## src/rtl/awb_gain_if.sv

```systemverilog
// Pixel, gain-programming and statistics bundle for the awb_gain white-balance stage.
// The stat_* signals exist only when AWB_STAT_EN is defined.
interface awb_gain_if #(
    parameter int GAIN_W = 10,
    parameter int CNT_W  = 22
);
    logic [11:0]         r_data;
    logic [11:0]         g_data;
    logic [11:0]         b_data;
    logic                dataEn;
    logic                vsync;

    logic                gain_wr;
    logic [GAIN_W-1:0]   gain_r;
    logic [GAIN_W-1:0]   gain_g;
    logic [GAIN_W-1:0]   gain_b;

    logic [11:0]         r_out;
    logic [11:0]         g_out;
    logic [11:0]         b_out;
    logic                outEn;

`ifdef AWB_STAT_EN
    logic [11+CNT_W:0]   stat_r;
    logic [11+CNT_W:0]   stat_g;
    logic [11+CNT_W:0]   stat_b;
    logic [CNT_W-1:0]    stat_cnt;
    logic                stat_valid;

    modport master (
        output r_data, g_data, b_data, dataEn, vsync,
        output gain_wr, gain_r, gain_g, gain_b,
        input  r_out, g_out, b_out, outEn,
        input  stat_r, stat_g, stat_b, stat_cnt, stat_valid
    );

    modport slave (
        input  r_data, g_data, b_data, dataEn, vsync,
        input  gain_wr, gain_r, gain_g, gain_b,
        output r_out, g_out, b_out, outEn,
        output stat_r, stat_g, stat_b, stat_cnt, stat_valid
    );
`else
    modport master (
        output r_data, g_data, b_data, dataEn, vsync,
        output gain_wr, gain_r, gain_g, gain_b,
        input  r_out, g_out, b_out, outEn
    );

    modport slave (
        input  r_data, g_data, b_data, dataEn, vsync,
        input  gain_wr, gain_r, gain_g, gain_b,
        output r_out, g_out, b_out, outEn
    );
`endif
endinterface

```

## src/rtl/awb_gain.sv

```systemverilog
// Per-channel Q2.8 white-balance gain with frame-synchronous double-buffered gains.
// Define AWB_STAT_EN to add gray-world per-frame channel sums and pixel count.
module awb_gain #(
    parameter int GAIN_W = 10,
    parameter int CNT_W  = 22
) (
    input  logic       clk,
    input  logic       rst_n,
    awb_gain_if.slave  bus
);
    localparam int PIX_W  = 12;
    localparam int PROD_W = PIX_W + GAIN_W;
    localparam logic [GAIN_W-1:0] UNITY = GAIN_W'(256);

    // Round half up by adding 0.5 LSB of the Q.8 result, then clamp to 12 bits.
    function automatic logic [PIX_W-1:0] roundSat(input logic [PROD_W-1:0] prod);
        logic [PROD_W:0] sum;
        sum = {1'b0, prod} + (PROD_W+1)'(128);
        if (|sum[PROD_W:PIX_W+8]) begin
            return {PIX_W{1'b1}};
        end
        return sum[PIX_W+7:8];
    endfunction

    logic              vsync_q;
    logic              vsRise;

    logic [GAIN_W-1:0] shadowR_q, shadowG_q, shadowB_q;
    logic [GAIN_W-1:0] activeR_q, activeG_q, activeB_q;

    logic [PROD_W-1:0] prodR_d, prodG_d, prodB_d;
    logic [PROD_W-1:0] prodR_q, prodG_q, prodB_q;
    logic              en1_q;

    logic [PIX_W-1:0]  rOut_d, gOut_d, bOut_d;
    logic [PIX_W-1:0]  rOut_q, gOut_q, bOut_q;
    logic              outEn_q;

    assign vsRise = bus.vsync & ~vsync_q;

    // Commit reads the shadow before this cycle's write, so a same-cycle write waits a frame.
    always_ff @(posedge clk or negedge rst_n) begin
        if (!rst_n) begin
            vsync_q   <= 1'b0;
            shadowR_q <= UNITY;
            shadowG_q <= UNITY;
            shadowB_q <= UNITY;
            activeR_q <= UNITY;
            activeG_q <= UNITY;
            activeB_q <= UNITY;
        end else begin
            vsync_q <= bus.vsync;
            if (bus.gain_wr) begin
                shadowR_q <= bus.gain_r;
                shadowG_q <= bus.gain_g;
                shadowB_q <= bus.gain_b;
            end
            if (vsRise) begin
                activeR_q <= shadowR_q;
                activeG_q <= shadowG_q;
                activeB_q <= shadowB_q;
            end
        end
    end

    always_comb begin
        prodR_d = PROD_W'(bus.r_data) * PROD_W'(activeR_q);
        prodG_d = PROD_W'(bus.g_data) * PROD_W'(activeG_q);
        prodB_d = PROD_W'(bus.b_data) * PROD_W'(activeB_q);
        rOut_d  = roundSat(prodR_q);
        gOut_d  = roundSat(prodG_q);
        bOut_d  = roundSat(prodB_q);
    end

    // Data registers load every cycle; outEn alone marks which outputs are meaningful.
    always_ff @(posedge clk or negedge rst_n) begin
        if (!rst_n) begin
            prodR_q <= '0;
            prodG_q <= '0;
            prodB_q <= '0;
            en1_q   <= 1'b0;
            rOut_q  <= '0;
            gOut_q  <= '0;
            bOut_q  <= '0;
            outEn_q <= 1'b0;
        end else begin
            prodR_q <= prodR_d;
            prodG_q <= prodG_d;
            prodB_q <= prodB_d;
            en1_q   <= bus.dataEn;
            rOut_q  <= rOut_d;
            gOut_q  <= gOut_d;
            bOut_q  <= bOut_d;
            outEn_q <= en1_q;
        end
    end

    assign bus.r_out = rOut_q;
    assign bus.g_out = gOut_q;
    assign bus.b_out = bOut_q;
    assign bus.outEn = outEn_q;

`ifdef AWB_STAT_EN
    localparam int ACC_W = PIX_W + CNT_W;

    function automatic logic [ACC_W-1:0] satAdd(input logic [ACC_W-1:0] acc,
                                                input logic [PIX_W-1:0] pix);
        logic [ACC_W:0] sum;
        sum = {1'b0, acc} + (ACC_W+1)'(pix);
        return sum[ACC_W] ? {ACC_W{1'b1}} : sum[ACC_W-1:0];
    endfunction

    logic [ACC_W-1:0] accR_q, accG_q, accB_q;
    logic [ACC_W-1:0] accR_d, accG_d, accB_d;
    logic [CNT_W-1:0] cnt_q, cnt_d;
    logic [ACC_W-1:0] statR_q, statG_q, statB_q;
    logic [CNT_W-1:0] statCnt_q;
    logic             statValid_q;

    // Running sums including the current pixel; they become either the next accumulator or the snapshot.
    always_comb begin
        accR_d = accR_q;
        accG_d = accG_q;
        accB_d = accB_q;
        cnt_d  = cnt_q;
        if (bus.dataEn) begin
            accR_d = satAdd(accR_q, bus.r_data);
            accG_d = satAdd(accG_q, bus.g_data);
            accB_d = satAdd(accB_q, bus.b_data);
            cnt_d  = (&cnt_q) ? cnt_q : cnt_q + CNT_W'(1);
        end
    end

    always_ff @(posedge clk or negedge rst_n) begin
        if (!rst_n) begin
            accR_q      <= '0;
            accG_q      <= '0;
            accB_q      <= '0;
            cnt_q       <= '0;
            statR_q     <= '0;
            statG_q     <= '0;
            statB_q     <= '0;
            statCnt_q   <= '0;
            statValid_q <= 1'b0;
        end else if (vsRise) begin
            statR_q     <= accR_d;
            statG_q     <= accG_d;
            statB_q     <= accB_d;
            statCnt_q   <= cnt_d;
            statValid_q <= 1'b1;
            accR_q      <= '0;
            accG_q      <= '0;
            accB_q      <= '0;
            cnt_q       <= '0;
        end else begin
            statValid_q <= 1'b0;
            accR_q      <= accR_d;
            accG_q      <= accG_d;
            accB_q      <= accB_d;
            cnt_q       <= cnt_d;
        end
    end

    assign bus.stat_r     = statR_q;
    assign bus.stat_g     = statG_q;
    assign bus.stat_b     = statB_q;
    assign bus.stat_cnt   = statCnt_q;
    assign bus.stat_valid = statValid_q;
`endif

endmodule

```

## src/flat_wrapper.sv

```systemverilog
// flat-port wrapper written by rule: the top's interface ports become plain ports
module awb_gain_flat 
#(
    parameter int GAIN_W = 10,
    parameter int CNT_W  = 22
)
  (clk, rst_n, bus_r_data, bus_g_data, bus_b_data, bus_dataEn, bus_vsync, bus_gain_wr, bus_gain_r, bus_gain_g, bus_gain_b, bus_r_out, bus_g_out, bus_b_out, bus_outEn);
  awb_gain_if #(.GAIN_W(GAIN_W), .CNT_W(CNT_W)) bus_i ();
  input  logic clk;
  input  logic rst_n;
  input wire logic [$bits(bus_i.r_data)-1:0] bus_r_data;
  input wire logic [$bits(bus_i.g_data)-1:0] bus_g_data;
  input wire logic [$bits(bus_i.b_data)-1:0] bus_b_data;
  input wire logic [$bits(bus_i.dataEn)-1:0] bus_dataEn;
  input wire logic [$bits(bus_i.vsync)-1:0] bus_vsync;
  input wire logic [$bits(bus_i.gain_wr)-1:0] bus_gain_wr;
  input wire logic [$bits(bus_i.gain_r)-1:0] bus_gain_r;
  input wire logic [$bits(bus_i.gain_g)-1:0] bus_gain_g;
  input wire logic [$bits(bus_i.gain_b)-1:0] bus_gain_b;
  output wire logic [$bits(bus_i.r_out)-1:0] bus_r_out;
  output wire logic [$bits(bus_i.g_out)-1:0] bus_g_out;
  output wire logic [$bits(bus_i.b_out)-1:0] bus_b_out;
  output wire logic [$bits(bus_i.outEn)-1:0] bus_outEn;
  assign bus_i.r_data = bus_r_data;
  assign bus_i.g_data = bus_g_data;
  assign bus_i.b_data = bus_b_data;
  assign bus_i.dataEn = bus_dataEn;
  assign bus_i.vsync = bus_vsync;
  assign bus_i.gain_wr = bus_gain_wr;
  assign bus_i.gain_r = bus_gain_r;
  assign bus_i.gain_g = bus_gain_g;
  assign bus_i.gain_b = bus_gain_b;
  assign bus_r_out = bus_i.r_out;
  assign bus_g_out = bus_i.g_out;
  assign bus_b_out = bus_i.b_out;
  assign bus_outEn = bus_i.outEn;
  awb_gain #(.GAIN_W(GAIN_W), .CNT_W(CNT_W)) u_core (.clk(clk), .rst_n(rst_n), .bus(bus_i));
endmodule
```

## config.mk

```make
export PLATFORM = sky130hd
export DESIGN_NAME = awb_gain_flat
export DESIGN_NICKNAME = d
export VERILOG_FILES = /design/src/rtl/awb_gain_if.sv /design/src/rtl/awb_gain.sv /design/src/flat_wrapper.sv
export SDC_FILE = /design/constraint.sdc
export NUM_CORES = 1
export LEC_CHECK = 0
export ABC_AREA = 1
export ABC_CLOCK_PERIOD_IN_PS = 4400
export BUFFER_PORTS_ARGS = -buffer_cell sky130_fd_sc_hd__buf_4
export CORE_ASPECT_RATIO = 1.75
export CORE_MARGIN = 5
export CORE_UTILIZATION = 58
export CTS_CLUSTER_SIZE = 25
export DETAILED_ROUTE_END_ITERATION = 10
export PLACE_DENSITY = 0.8
export SLEW_MARGIN = 25
export SYNTH_ARGS = -nofsm -noshare
export SYNTH_HDL_FRONTEND = slang
export SYNTH_SLANG_ARGS = --single-unit
```

## constraint.sdc

```tcl
create_clock -name clk -period 4.4 [get_ports clk]
set_clock_uncertainty 0.1 [all_clocks]
set_input_delay 0.44 -clock clk [delete_from_list [all_inputs] [get_ports clk]]
set_output_delay 0.44 -clock clk [all_outputs]
set_load 0.005 [all_outputs]
```

==> run metrics <==
DRC viols 0; Syn. warnings 0; sequential share of the synthesized area around a fifth; nets around 3000; initial antenna violation count 1; #FFs+latches synth about 140; top_reg_cell synth dfrtp_1; CP bufs+invs 2; I/O pin count between 100 and 150; chip width approximately 140 µm; clk buf depth 2; most used cell, CP nand2_1; All-Layer GR Usage around 29%; top post-synthesis cells by area fa_1 (26%), dfrtp_1 (19%), nand2_1 (14%); Crit Path Max Fanout 5; number of placement rows 85; status complete, but fails checks; period utilization 104.9%; drt wl/cell around 17 µm; Critical Path Start u_core.activeG_q[6]; synth unique cells 39; final setup fails 34; drt via density approximately 5.3; Core Region about 30000 µm²; total grt overflow 0; ant diodes 0; die area ~34000 µm²; Synth Net Count approximately 2800; critical path depth 16; Worst EP arrival 4840 ps; most frequent cells in the layout nand2_1 (559), inv_1 (519), buf_4 (312); router iterations before antenna repair 6; violation count after the first detailed-routing iteration between 700 and 800; critical path capture point type register; # clock sinks roughly 140; clock latency on the worst-skew pair ~460 ps; Final WS setup -217.6 ps; Clk pin slew, worst setup/hold paths approximately 70 ps; Hold Violations, Final 0; worst-path cell chain buf_6 -> nand2_1 -> fa_1 -> fa_1 -> inv_1 -> fa_1 -> fa_1 -> fa_1 -> ha_4 -> a21o_1 -> a31oi_1 -> nand2_1 -> nand2_1 -> nand2_1 -> nand2_1 -> nand2_1; crit path kind register to register; FF-to-FF End u_core.prodG_q[14]; Detailed Place HPWL a little under 40000 µm; CP Launch Type register; utilization after layout 74.51%; delay-heaviest family, CP adder cells; IO buf count 107; max_cap viols 0; Initial Util between 50% and 60%; fin. max-slew vios 0; CP max-delay cell fa_1; H-tree levels 4; HP Class input port to register; PwrDens approximately 860 nW/µm²; Placer Congestion 0.9363; mapped cell area 17840 µm²; maximum VDD drop about 0.00083 V; mean area per synthesized cell 7.785 µm²; Post-DRT Antenna Nets 0; CTS Root Cell clkbuf_16; Rel. slew slack between 40 and 50%; Die Y-Extent 242.0 µm; failing checks setup timing; share of the synthesized area in the top cell type roughly a quarter; leak pwr 0.01317 µW; Hold WS about 88 ps; Worst-Margin Slew between 800 and 900 ps; max frequency between 0.2 and 0.25 GHz; RSZ-0062 raised after global routing true; Final Cell Area approximately 23000 µm²; largest area contributor in the netlist fa_1; layout cell share with drive strength beyond 1 between 20% and 30%; r2r setup slk -220 ps; final WL 49850 µm; Req. time, crit path about 4600 ps; CTS tree built; r2r worst-path depth 16; most common cell after layout, fill and taps aside nand2_1; CP Capture Point u_core.prodG_q[14]; CP peak stage delay 550 ps; Reg-to-Reg Start u_core.activeG_q[6]; number of flops mapped to enable cells by yosys 0; first-pass GRT wire length roughly 80000 µm; vias about 16000; Post-synth ARST share between 90% and 100%; number of global-route vias before repair about 17000; area delta synth->final 27.96%; post-layout min period approximately 4600 ps; post-placement setup slack -291.7 ps; Post-DP Area about 20000 µm²; pin count of the biggest net entering global routing ~70; Syn Inst Count roughly 2300; CTS buffer count 17
==> cell type report <==
cell class	count	area, µm²
Sequential cell	144	3640
Inverter	559	2101
Fill cell	2135	7807
Clock buffer	17	425.4
Tap cell	391	489.2
Clock inverter	15	166.4
Timing Repair Buffer	352	2806
Multi-Input combinational cell	1503	13190
==> per-layer routing <==
metal / routed length [µm] / track usage, %
met1: 16310 / 27.91
met2: 28630 / 56.40
met3: 1939 / 4.286
met4: 2971 / 15.53
met5: 0 / 0
==> synth_stat cells, types with 3 or more instances <==
library cell  number
o21bai_1           6
nor4_1             9
a21o_1            13
o21a_1             3
nand4_1           17
nor3_2             3
nand3b_1           9
xnor2_1           19
ha_1             168
nor3_1            18
o21ai_1            8
dfstp_2            6
o21ai_0           72
nor2_1            80
clkbuf_1          73
inv_1            559
buf_4              3
nand3_1           82
buf_2              6
a21oi_1           40
nand2_1          651
or3_1              3
xor2_1            47
a21boi_0           3
fa_1             231
a31oi_1            9
dfrtp_1          138
==> report_power, final <==
| group | internal, µW | switching [µW] |
|---|---|---|
| Combinational | 7370 | 8650 |
| Clock | 808 | 689 |
| Sequential | 1870 | 351 |
| Total | 10000 | 9690 |
==> worst reg2reg max path: cells and delay by family (launching register included) <==
family,cells,cell delay (ps)
and+or+nand+nor,6,600
DFF,1,430
adders and majority gates,6,2770
buffers and inverters,2,200
AOI/OAI and AO/OA,2,400
==> kinds of logic (layout without fill, tap and decap cells) <==
family | count (synthesis) | in the layout | share of synthesized area (%)
AOI/OAI and AO/OA | 157 | 157 | 4.861
xor gates and xnor gates | 66 | 66 | 3.241
adders and majority gates | 399 | 399 | 37.71
buffers and inverters | 644 | 943 | 13.70
DFF | 144 | 144 | 20.25
and+or+nand+nor | 881 | 881 | 20.24
==> what timing repair did <==
| action | in CTS | in global routing |
|---|---|---|
| hold buffers | 3 | 0 |
| endpoints found under the hold margin | 63 | 0 |
| pin swaps | 74 | 111 |
| setup buffers | 30 | 21 |
| setup endpoints to repair | 41 | 44 |
| resized for setup | 181 | 182 |
==> stage by stage <==
stage               power, µW  setup TNS [ps]  std cells
floorplan                9382          -47.48       2291
global placement        13780           -5407       2895
detailed placement      14130           -8136       2895
CTS                     17300           -1337       2960
global route            21180           -8901       2981
finish                  19740           -3410       2981
==> flip-flops by register name (all words and copies together) (netlist names), 12 cells and up <==
| signal | count |
|---|---|
| u_core.prodG_q | 15 |
| u_core.bus.g_out | 12 |
| u_core.bus.r_out | 12 |
| u_core.prodB_q | 15 |
| u_core.bus.b_out | 12 |
| u_core.prodR_q | 15 |
==> how the worst min path moves through the flow <==
stage,from,slack (ps),endpoint,cells past startpoint
after floorplan,rst_n,40,u_core.activeB_q[0],0
after global placement,u_core.en1_q,230,u_core.bus.outEn,0
after detailed placement,u_core.en1_q,240,u_core.bus.outEn,0
after CTS,bus_gain_r[0],80,u_core.shadowR_q[0],3
after global routing,bus_gain_g[2],90,u_core.shadowG_q[2],3
final,bus_gain_r[0],90,u_core.shadowR_q[0],3
Power figures use the tool's default switching activity.
